<file path="src/rtl/pc_unit_pkg.sv">
// Shared definitions for the PC unit: default vectors and FSM state encodings.
package pc_unit_pkg;

    localparam int          PC_DATA_WIDTH = 32;
    localparam logic [31:0] PC_RESET_ADDR = 32'h0000_0000;
    localparam logic [31:0] PC_TRAP_ADDR  = 32'h0000_0100;
    localparam int          PC_INC        = 4;
    localparam int          PC_ALIGN_BITS = 2;

    typedef enum logic [1:0] {
        PC_ST_BOOT = 2'b00,
        PC_ST_RUN  = 2'b01,
        PC_ST_HALT = 2'b10
    } pc_state_e;

endpackage

</file>
<file path="src/rtl/pc_next_sel.sv">
// Combinational next-PC selection: redirect priority, jalr bit-0 clear and
// misaligned-target detection. Only trap, jump, branch, halt and stall matter here.
module pc_next_sel
    import pc_unit_pkg::*;
#(
    parameter int                    DATA_WIDTH = PC_DATA_WIDTH,
    parameter logic [DATA_WIDTH-1:0] TRAP_ADDR  = PC_TRAP_ADDR,
    parameter int                    ALIGN_BITS = PC_ALIGN_BITS
) (
    input  logic [DATA_WIDTH-1:0] i_pc,
    input  logic [DATA_WIDTH-1:0] i_pc_plus_inc,
    input  logic                  i_stall,
    input  logic                  i_halt,
    input  logic                  i_branch_taken,
    input  logic [DATA_WIDTH-1:0] i_branch_target,
    input  logic                  i_jump_en,
    input  logic [DATA_WIDTH-1:0] i_jump_target,
    input  logic                  i_trap,
    output logic [DATA_WIDTH-1:0] o_next_pc,
    output logic                  o_load_epc,
    output logic [DATA_WIDTH-1:0] o_epc_val,
    output logic                  o_mis_flag,
    output logic                  o_redirect
);

    localparam logic [DATA_WIDTH-1:0] ALIGN_MASK = DATA_WIDTH'((64'd1 << ALIGN_BITS) - 64'd1);
    localparam logic [DATA_WIDTH-1:0] BIT0_CLR   = ~DATA_WIDTH'(1);

    logic [DATA_WIDTH-1:0] w_target;
    logic                  w_target_bad;

    assign w_target     = i_jump_en ? (i_jump_target & BIT0_CLR) : i_branch_target;
    assign w_target_bad = |(w_target & ALIGN_MASK);

    always_comb begin
        o_next_pc  = i_pc_plus_inc;
        o_load_epc = 1'b0;
        o_epc_val  = i_pc;
        o_mis_flag = 1'b0;
        o_redirect = 1'b0;
        if (i_trap) begin
            o_next_pc  = TRAP_ADDR;
            o_load_epc = 1'b1;
            o_epc_val  = i_pc;
            o_redirect = 1'b1;
        end else if (i_jump_en || i_branch_taken) begin
            o_redirect = 1'b1;
            if (w_target_bad) begin
                // A bad target vectors to the trap handler and reports the target itself.
                o_next_pc  = TRAP_ADDR;
                o_load_epc = 1'b1;
                o_epc_val  = w_target;
                o_mis_flag = 1'b1;
            end else begin
                o_next_pc = w_target;
            end
        end else if (i_halt || i_stall) begin
            o_next_pc = i_pc;
        end
    end

endmodule

</file>
<file path="src/rtl/pc_unit.sv">
// Fetch PC register with BOOT/RUN/HALT sequencing, exception PC capture and a
// one-cycle misaligned-redirect pulse. Next-PC selection lives in pc_next_sel.
module pc_unit
    import pc_unit_pkg::*;
#(
    parameter int                    DATA_WIDTH = PC_DATA_WIDTH,
    parameter logic [DATA_WIDTH-1:0] RESET_ADDR = PC_RESET_ADDR,
    parameter logic [DATA_WIDTH-1:0] TRAP_ADDR  = PC_TRAP_ADDR,
    parameter int                    INC        = PC_INC,
    parameter int                    ALIGN_BITS = PC_ALIGN_BITS
) (
    input  logic                  i_clk,
    input  logic                  i_reset,
    input  logic                  i_stall,
    input  logic                  i_halt,
    input  logic                  i_resume,
    input  logic                  i_branch_taken,
    input  logic [DATA_WIDTH-1:0] i_branch_target,
    input  logic                  i_jump_en,
    input  logic [DATA_WIDTH-1:0] i_jump_target,
    input  logic                  i_trap,
    output logic [DATA_WIDTH-1:0] o_pc,
    output logic [DATA_WIDTH-1:0] o_pc_plus_inc,
    output logic [DATA_WIDTH-1:0] o_epc,
    output logic                  o_fetch_valid,
    output logic                  o_misaligned,
    output logic [1:0]            o_state
);

    pc_state_e             r_state;
    logic [DATA_WIDTH-1:0] r_pc;
    logic [DATA_WIDTH-1:0] r_epc;
    logic                  r_fetch_valid;
    logic                  r_misaligned;

    logic [DATA_WIDTH-1:0] w_pc_plus_inc;
    logic [DATA_WIDTH-1:0] w_next_pc;
    logic                  w_load_epc;
    logic [DATA_WIDTH-1:0] w_epc_val;
    logic                  w_mis_flag;
    logic                  w_redirect;

    // Natural truncation gives the silent wrap from the top of the address space.
    assign w_pc_plus_inc = r_pc + DATA_WIDTH'(INC);

    pc_next_sel #(
        .DATA_WIDTH (DATA_WIDTH),
        .TRAP_ADDR  (TRAP_ADDR),
        .ALIGN_BITS (ALIGN_BITS)
    ) u_next_sel (
        .i_pc            (r_pc),
        .i_pc_plus_inc   (w_pc_plus_inc),
        .i_stall         (i_stall),
        .i_halt          (i_halt),
        .i_branch_taken  (i_branch_taken),
        .i_branch_target (i_branch_target),
        .i_jump_en       (i_jump_en),
        .i_jump_target   (i_jump_target),
        .i_trap          (i_trap),
        .o_next_pc       (w_next_pc),
        .o_load_epc      (w_load_epc),
        .o_epc_val       (w_epc_val),
        .o_mis_flag      (w_mis_flag),
        .o_redirect      (w_redirect)
    );

    always_ff @(posedge i_clk or posedge i_reset) begin
        if (i_reset) begin
            r_state       <= PC_ST_BOOT;
            r_pc          <= RESET_ADDR;
            r_epc         <= '0;
            r_fetch_valid <= 1'b0;
            r_misaligned  <= 1'b0;
        end else begin
            r_misaligned <= 1'b0;
            case (r_state)
                PC_ST_BOOT: begin
                    r_state       <= PC_ST_RUN;
                    r_fetch_valid <= 1'b1;
                end
                PC_ST_RUN: begin
                    r_pc         <= w_next_pc;
                    r_misaligned <= w_mis_flag;
                    if (w_load_epc) begin
                        r_epc <= w_epc_val;
                    end
                    if (!w_redirect && i_halt) begin
                        r_state       <= PC_ST_HALT;
                        r_fetch_valid <= 1'b0;
                    end
                end
                PC_ST_HALT: begin
                    // Trap outranks resume; redirects other than trap are ignored while halted.
                    if (i_trap) begin
                        r_pc          <= w_next_pc;
                        r_epc         <= w_epc_val;
                        r_state       <= PC_ST_RUN;
                        r_fetch_valid <= 1'b1;
                    end else if (i_resume) begin
                        r_state       <= PC_ST_RUN;
                        r_fetch_valid <= 1'b1;
                    end
                end
                default: begin
                    r_state       <= PC_ST_BOOT;
                    r_fetch_valid <= 1'b0;
                end
            endcase
        end
    end

    assign o_pc          = r_pc;
    assign o_pc_plus_inc = w_pc_plus_inc;
    assign o_epc         = r_epc;
    assign o_fetch_valid = r_fetch_valid;
    assign o_misaligned  = r_misaligned;
    assign o_state       = r_state;

endmodule

</file>
<file path="config.mk">
export PLATFORM = sky130hd
export DESIGN_NAME = pc_unit
export DESIGN_NICKNAME = d
export VERILOG_FILES = /design/src/rtl/pc_unit_pkg.sv /design/src/rtl/pc_next_sel.sv /design/src/rtl/pc_unit.sv
export SDC_FILE = /design/constraint.sdc
export NUM_CORES = 1
export LEC_CHECK = 0
export CORE_MARGIN = 2
export CORE_UTILIZATION = 40
export DETAILED_ROUTE_END_ITERATION = 12
export GPL_ROUTABILITY_DRIVEN = 0
export PLACE_DENSITY = 0.8
export SYNTH_ARGS = -nofsm -noshare
export SYNTH_HDL_FRONTEND = slang
export SYNTH_SLANG_ARGS = --single-unit
</file>
<file path="constraint.sdc">
create_clock -name i_clk -period 2.3 [get_ports i_clk]
set_input_delay 0.69 -clock i_clk [delete_from_list [all_inputs] [get_ports i_clk]]
set_output_delay 0.69 -clock i_clk [all_outputs]
set_load 0.005 [all_outputs]
</file>
## Word level (Yosys, flattened, before mapping)

Cells that the tools add are included.

- Input port bits: 72
- Register bits after elaboration: 68

- Reductions and logical operators: 10
- Add/sub/neg operators: 1
- Eq/ne operators: 6
- Mux-type cells: 28

Operator list:

| cell | count |
|---|---|
| 32-bit two-way mux | 11 |
| 32-bit case mux with 2 select lines | 2 |
| 32-bit by 3-bit adder with 32-bit output, second input constant | 1 |
| 1-bit two-way mux | 10 |
| 2-bit two-way mux | 3 |
| 2-bit case mux with 3 select lines | 1 |
| 2-bit inequality test, second input constant | 2 |
| 2-bit AND reduction | 2 |
| 3-bit inequality test, second input constant | 1 |
| 1-bit case mux with 3 select lines | 1 |
| 3-bit AND reduction | 1 |
| 2-bit by 1-bit == test with 1-bit output, second input constant | 1 |
| 2-bit == test, second input constant | 1 |
| 2-bit zero test | 1 |
| 1-bit logical OR | 2 |
| 2-bit by 1-bit inequality test with 1-bit output, second input constant | 1 |
| 2-bit nonzero test | 1 |
| 2-bit OR reduction | 1 |
| 1-bit logical AND | 1 |
| 1-bit zero test | 1 |

## Logic depth before layout (Yosys ltp)

- Depth after elaboration: 7
- Gate-level depth with buffers: 9
- Gate-level depth less buffers: 7

## By module

Synthesis repeated with hierarchy kept, for this count alone.

- Cells, all modules: 445
- Area, all modules: 4603.2 um2

Modules (own cells, without submodules):

| module | seq. area each (um2) | area each (um2) | cells each | instances |
|---|---|---|---|---|
| pc_unit | 1676.6 | 3081.7 | 236 | 1 |
| pc_next_sel | 0.0 | 1521.5 | 209 | 1 |

## Worst setup path before layout

No wires, ideal clock.

- Path kind: register -> output
- Start: register r_pc[2], in the netlist o_pc[2]
- End: output port o_pc_plus_inc[26]
- Path buffers: 1
- Stages on the path, launching flop included: 7
- Arrival: 1835 ps
- Data required time: 1610 ps
- Slack: -225 ps
- Cell sequence: dfrtp_1 > ha_1 > nand2_1 > nor4_4 > clkbuf_1 > nand2_1 > xnor2_1

- Word-level cells in the longest chain between the ends: 1

Ends and longest elaborated chain:

| item | RTL line | source |
|---|---|---|
| start: declaration | pc_unit.sv:31 | `logic [DATA_WIDTH-1:0] r_pc;` |
| start signal: assignment | pc_unit.sv:82 | `r_pc <= w_next_pc;` |
| start signal: assignment | pc_unit.sv:95 | `r_pc <= w_next_pc;` |
| 32-bit by 3-bit adder with 32-bit output | pc_unit.sv:44 | `assign w_pc_plus_inc = r_pc + DATA_WIDTH'(INC);` |
| end: declaration | pc_unit.sv:23 | `output logic [DATA_WIDTH-1:0] o_pc_plus_inc,` |

No other way between the ends.

## Worst setup path after layout

- Start: register r_pc[5], in the netlist o_pc[5]
- End: output port o_pc_plus_inc[19]

Same word-level chain as after synthesis.

==> load_flow_metrics.sql <==
INSERT INTO impl_metrics (metric_group, metric, value, unit) VALUES
('route', 'initialDrtViolationCount', '367', ''),
('min_path', 'holdPathEnd', 'o_epc[2]$_DFFE_PP0P_', ''),
('worst_setup_path', 'cp_data_arrival_time', '2050', 'ps'),
('logic_synthesis', 'post_synth_num_cell_types', '47', ''),
('min_path', 'min_path_type', 'flop to flop', ''),
('worst_setup_path', 'crit_chain', 'nand4_1, buf_6, nor4_4, buf_6, buf_6, and3_4, xor2_1, buf_2', ''),
('worst_setup_path', 'critical_path.top_delay_family', 'simple AND/OR/NAND/NOR gates', ''),
('route', 'vias', '5336', ''),
('worst_setup_path', 'worst-path-buf-inv', '4', ''),
('logic_synthesis', 'portion_of_the_post_synthesis_area_used_by_sequential_elements', '37.9', '%'),
('logic_synthesis', 'synth_ff_type', 'sky130_fd_sc_hd__dfrtp_1', ''),
('pwr', 'powerDensity', '884', 'mW/mm^2'),
('worst_setup_path', 'critPathMaxFanout', '3', ''),
('timing', 'final.setup_skew', '11.3', 'ps'),
('timing', 'unrepaired_setup_endpoints_after_global_routing', 'yes', ''),
('logic_synthesis', 'synth_most_common_cell', 'sky130_fd_sc_hd__o21ai_0', ''),
('timing', 'timing.fmax', '0.366', 'GHz'),
('layout', 'final_design_area_no_fill', '0.00784', 'sq mm'),
('layout', 'final_util', '72.3', '%'),
('clock_tree', 'htree_levels', '3', ''),
('floorplan', 'die_h', '109', 'um'),
('run', 'timing.max_cap.violations', '0', ''),
('grt', 'grt_pass1_vias', '5417', ''),
('timing', 'finalWorstPathRequiredPeriod', '2740', 'ps'),
('route', 'drt_first_pass_iters', '5', ''),
('pwr', 'power_leakage', '3.64', 'nW'),
('min_path', 'min_path_cells', '2', ''),
('timing', 'worstMarginPinSlew', '454', 'ps'),
('logic_synthesis', 'synth_largest_type_area_fraction', '37.9', '%'),
('route', 'postRouteWirelength', '17600', 'um'),
('logic_synthesis', 'syn_area_per_cell', '8.14', 'sq um'),
('worst_setup_path', 'timing.critical_path.slowest_cell_delay', '360', 'ps'),
('floorplan', 'core_region_area', '0.0108', 'sq mm'),
('worst_setup_path', 'crit_slowest_cell', 'sky130_fd_sc_hd__dfrtp_1', ''),
('floorplan', 'floorplan.initialDensity', '40.9', '%'),
('timing', 'final_max_slew_viols', '0', ''),
('grt', 'grt_pass1_wl', '26700', 'um'),
('placed_design', 'number_of_buffers_inserted_by_port_buffering', '170', ''),
('floorplan', 'core.rowCount', '38', ''),
('logic_synthesis', 'postSynthCellCount', '544', ''),
('worst_setup_path', 'rr_worst_depth', '8', ''),
('layout', 'finalNetCount', '895', ''),
('timing', 'timing.setup.tns', '-7980', 'ps'),
('layout', 'post_route_cells_drive_above_1_share', '30.1', '%'),
('logic_synthesis', 'postSynthRegisterBits', '67', ''),
('placed_design', 'post-dp-hpwl', '11300', 'um'),
('logic_synthesis', 'synth.top_cells.by_count', '84 x sky130_fd_sc_hd__o21ai_0, 80 x sky130_fd_sc_hd__nand2_1, 67 x sky130_fd_sc_hd__dfrtp_1, 47 x sky130_fd_sc_hd__nor2_1, 28 x sky130_fd_sc_hd__mux2i_1', ''),
('min_path', 'hold_start', 'o_epc[2]$_DFFE_PP0P_', ''),
('worst_setup_path', 'worst_r2r_endpoint', 'o_pc[19]$_DFFE_PP0P_', ''),
('clock_tree', 'cts_buf_count', '9', ''),
('worst_setup_path', 'critPathRequiredTime', '1610', 'ps'),
('worst_setup_path', 'crit_path_frequent_cell', 'sky130_fd_sc_hd__buf_6', ''),
('route', 'wl_met3', '1290', 'um'),
('floorplan', 'io-pin-count', '172', ''),
('timing', 'postLayoutSetupSlackWorst', '-435', 'ps'),
('worst_setup_path', 'critical_path_class', 'flop to primary output', ''),
('timing', 'setup-violations-final', '23', ''),
('clock_tree', 'post_cts_hold_buffer_count', '0', ''),
('run_status', 'violations', 'setup timing', ''),
('pwr', 'power_total', '6.93', 'mW'),
('worst_setup_path', 'ff2ff_setup_slack', '150', 'ps'),
('grt', 'antenna_found_initial', '0', ''),
('logic_synthesis', 'post_synth_instance_area', '0.00443', 'sq mm'),
('grt', 'pin_count_of_the_biggest_net_entering_global_routing', '68', ''),
('placed_design', 'placed_area', '0.00693', 'sq mm'),
('pwr', 'power.ir.vdd_worst', '0.000551', 'V'),
('grt', 'grt_usage', '29.1', '%'),
('route', 'highest_layer', 'met4', ''),
('grt', 'gr-total-overflow', '0', ''),
('logic_synthesis', 'synthTopCellsByArea', 'sky130_fd_sc_hd__dfrtp_1 38%, sky130_fd_sc_hd__o21ai_0 9.5%, sky130_fd_sc_hd__nand2_1 6.8%', ''),
('run_status', 'run_status', 'finished, violations left', '');
[placed cells by master (no fill, tap or decap), types with 5 or more instances in the layout]
cell,Yosys,final
sky130_fd_sc_hd__o21ai_1,5,6
sky130_fd_sc_hd__and2_1,9,8
sky130_fd_sc_hd__dfrtp_1,67,65
sky130_fd_sc_hd__buf_6,0,20
sky130_fd_sc_hd__xor2_1,9,6
sky130_fd_sc_hd__nand4_1,8,8
sky130_fd_sc_hd__o21ai_0,84,82
sky130_fd_sc_hd__clkdlybuf4s50_1,0,138
sky130_fd_sc_hd__nor3_1,12,8
sky130_fd_sc_hd__nand2_1,80,74
sky130_fd_sc_hd__xnor2_1,19,9
sky130_fd_sc_hd__nor2_1,47,44
sky130_fd_sc_hd__mux2i_1,28,28
sky130_fd_sc_hd__buf_2,9,27
sky130_fd_sc_hd__a21oi_1,21,21
sky130_fd_sc_hd__nor4_4,2,6
sky130_fd_sc_hd__mux2_2,10,10
sky130_fd_sc_hd__xnor2_2,0,10
sky130_fd_sc_hd__o311ai_0,6,6
sky130_fd_sc_hd__buf_12,0,7
sky130_fd_sc_hd__a31oi_1,11,10
sky130_fd_sc_hd__nand3_2,0,5
sky130_fd_sc_hd__clkbuf_8,0,10
sky130_fd_sc_hd__nand3_1,16,7
sky130_fd_sc_hd__inv_1,12,11
sky130_fd_sc_hd__buf_4,4,108
[how the worst max path moves through the flow]
| stage | startpoint | end | slack (ps) | cells after the start |
|---|---|---|---|---|
| 6_report | o_pc[5]$_DFFE_PP0P_ | o_pc_plus_inc[19] | -440 | 8 |
| 5_1_grt | o_pc[6]$_DFFE_PP0P_ | o_pc_plus_inc[25] | -560 | 8 |
| 4_1_cts | o_pc[13]$_DFFE_PP0P_ | o_pc_plus_inc[24] | -460 | 8 |
| 3_5_place_dp | i_branch_taken | o_pc[19]$_DFFE_PP0P_ | -430 | 7 |
| 3_3_place_gp | o_pc[5]$_DFFE_PP0P_ | o_pc_plus_inc[28] | -380 | 7 |
| 2_1_floorplan | o_pc[14]$_DFFE_PP0P_ | o_pc_plus_inc[26] | -4 | 5 |
[sequential cells by signal, indices dropped and copies added (netlist names)]
register / cells
o_epc: 32
o_state: 2
o_misaligned: 1
o_pc: 32
[per-layer routing]
layer / vias up / global-route usage [%]
met5: - / 0
met1: 2579 / 35.3
met2: 251 / 49.8
li1: 2471 / -
met3: 35 / 6.22
met4: 0 / 12.6
[what timing repair did]
action,4_1_cts,5_1_grt
gates resized for setup,180,28
endpoints found under the setup margin,31,37
cloned,2,2
pin swaps,34,19
setup buffers,29,11
endpoints found under the hold margin,0,0
[final cells by class]
cell class	instances	area, sq um
Tap cell	140	175
Sequential cell	67	1680
Inverter	12	48.8
Multi-Input combinational cell	423	2920
Fill cell	762	3000
Timing Repair Buffer	306	2770
Clock buffer	10	138
Clock inverter	6	113
[worst register-to-register path, stage by stage, from the launching register on]
cell and delay, ps:
sky130_fd_sc_hd__dfrtp_1 430, sky130_fd_sc_hd__inv_1 90, sky130_fd_sc_hd__ha_1 330, sky130_fd_sc_hd__nand2b_1 210
sky130_fd_sc_hd__or3_4 490, sky130_fd_sc_hd__buf_4 190, sky130_fd_sc_hd__a31oi_4 160, sky130_fd_sc_hd__o21ai_1 100
sky130_fd_sc_hd__o21ai_0 80
[power breakdown]
group          internal, mW  switching, mW
logic                  1.98           1.75
registers              1.63          0.308
clock network         0.749          0.521
total                  4.36           2.58
[kinds of logic after synthesis]
logic type	after synthesis	synth area share (%)
and+or+nand+nor	197	20.8
AOI/OAI and AO/OA	155	20.6
DFF	67	37.9
buffers and inverters	55	5.28
muxes	38	8.87
xor gates and xnor gates	28	5.54
adders and majority gates	4	1.13
[metrics by stage]
| stage | instances | setup WS, ps | hold WS, ps |
|---|---|---|---|
| after global routing | 964 | -563 | 503 |
| after detailed placement | 910 | -426 | 469 |
| after floorplan | 544 | -4.42 | 473 |
| after global placement | 910 | -381 | 463 |
| final | 964 | -435 | 482 |
| after CTS | 956 | -460 | 486 |
Note: power is estimated with default switching activity, not from simulation.
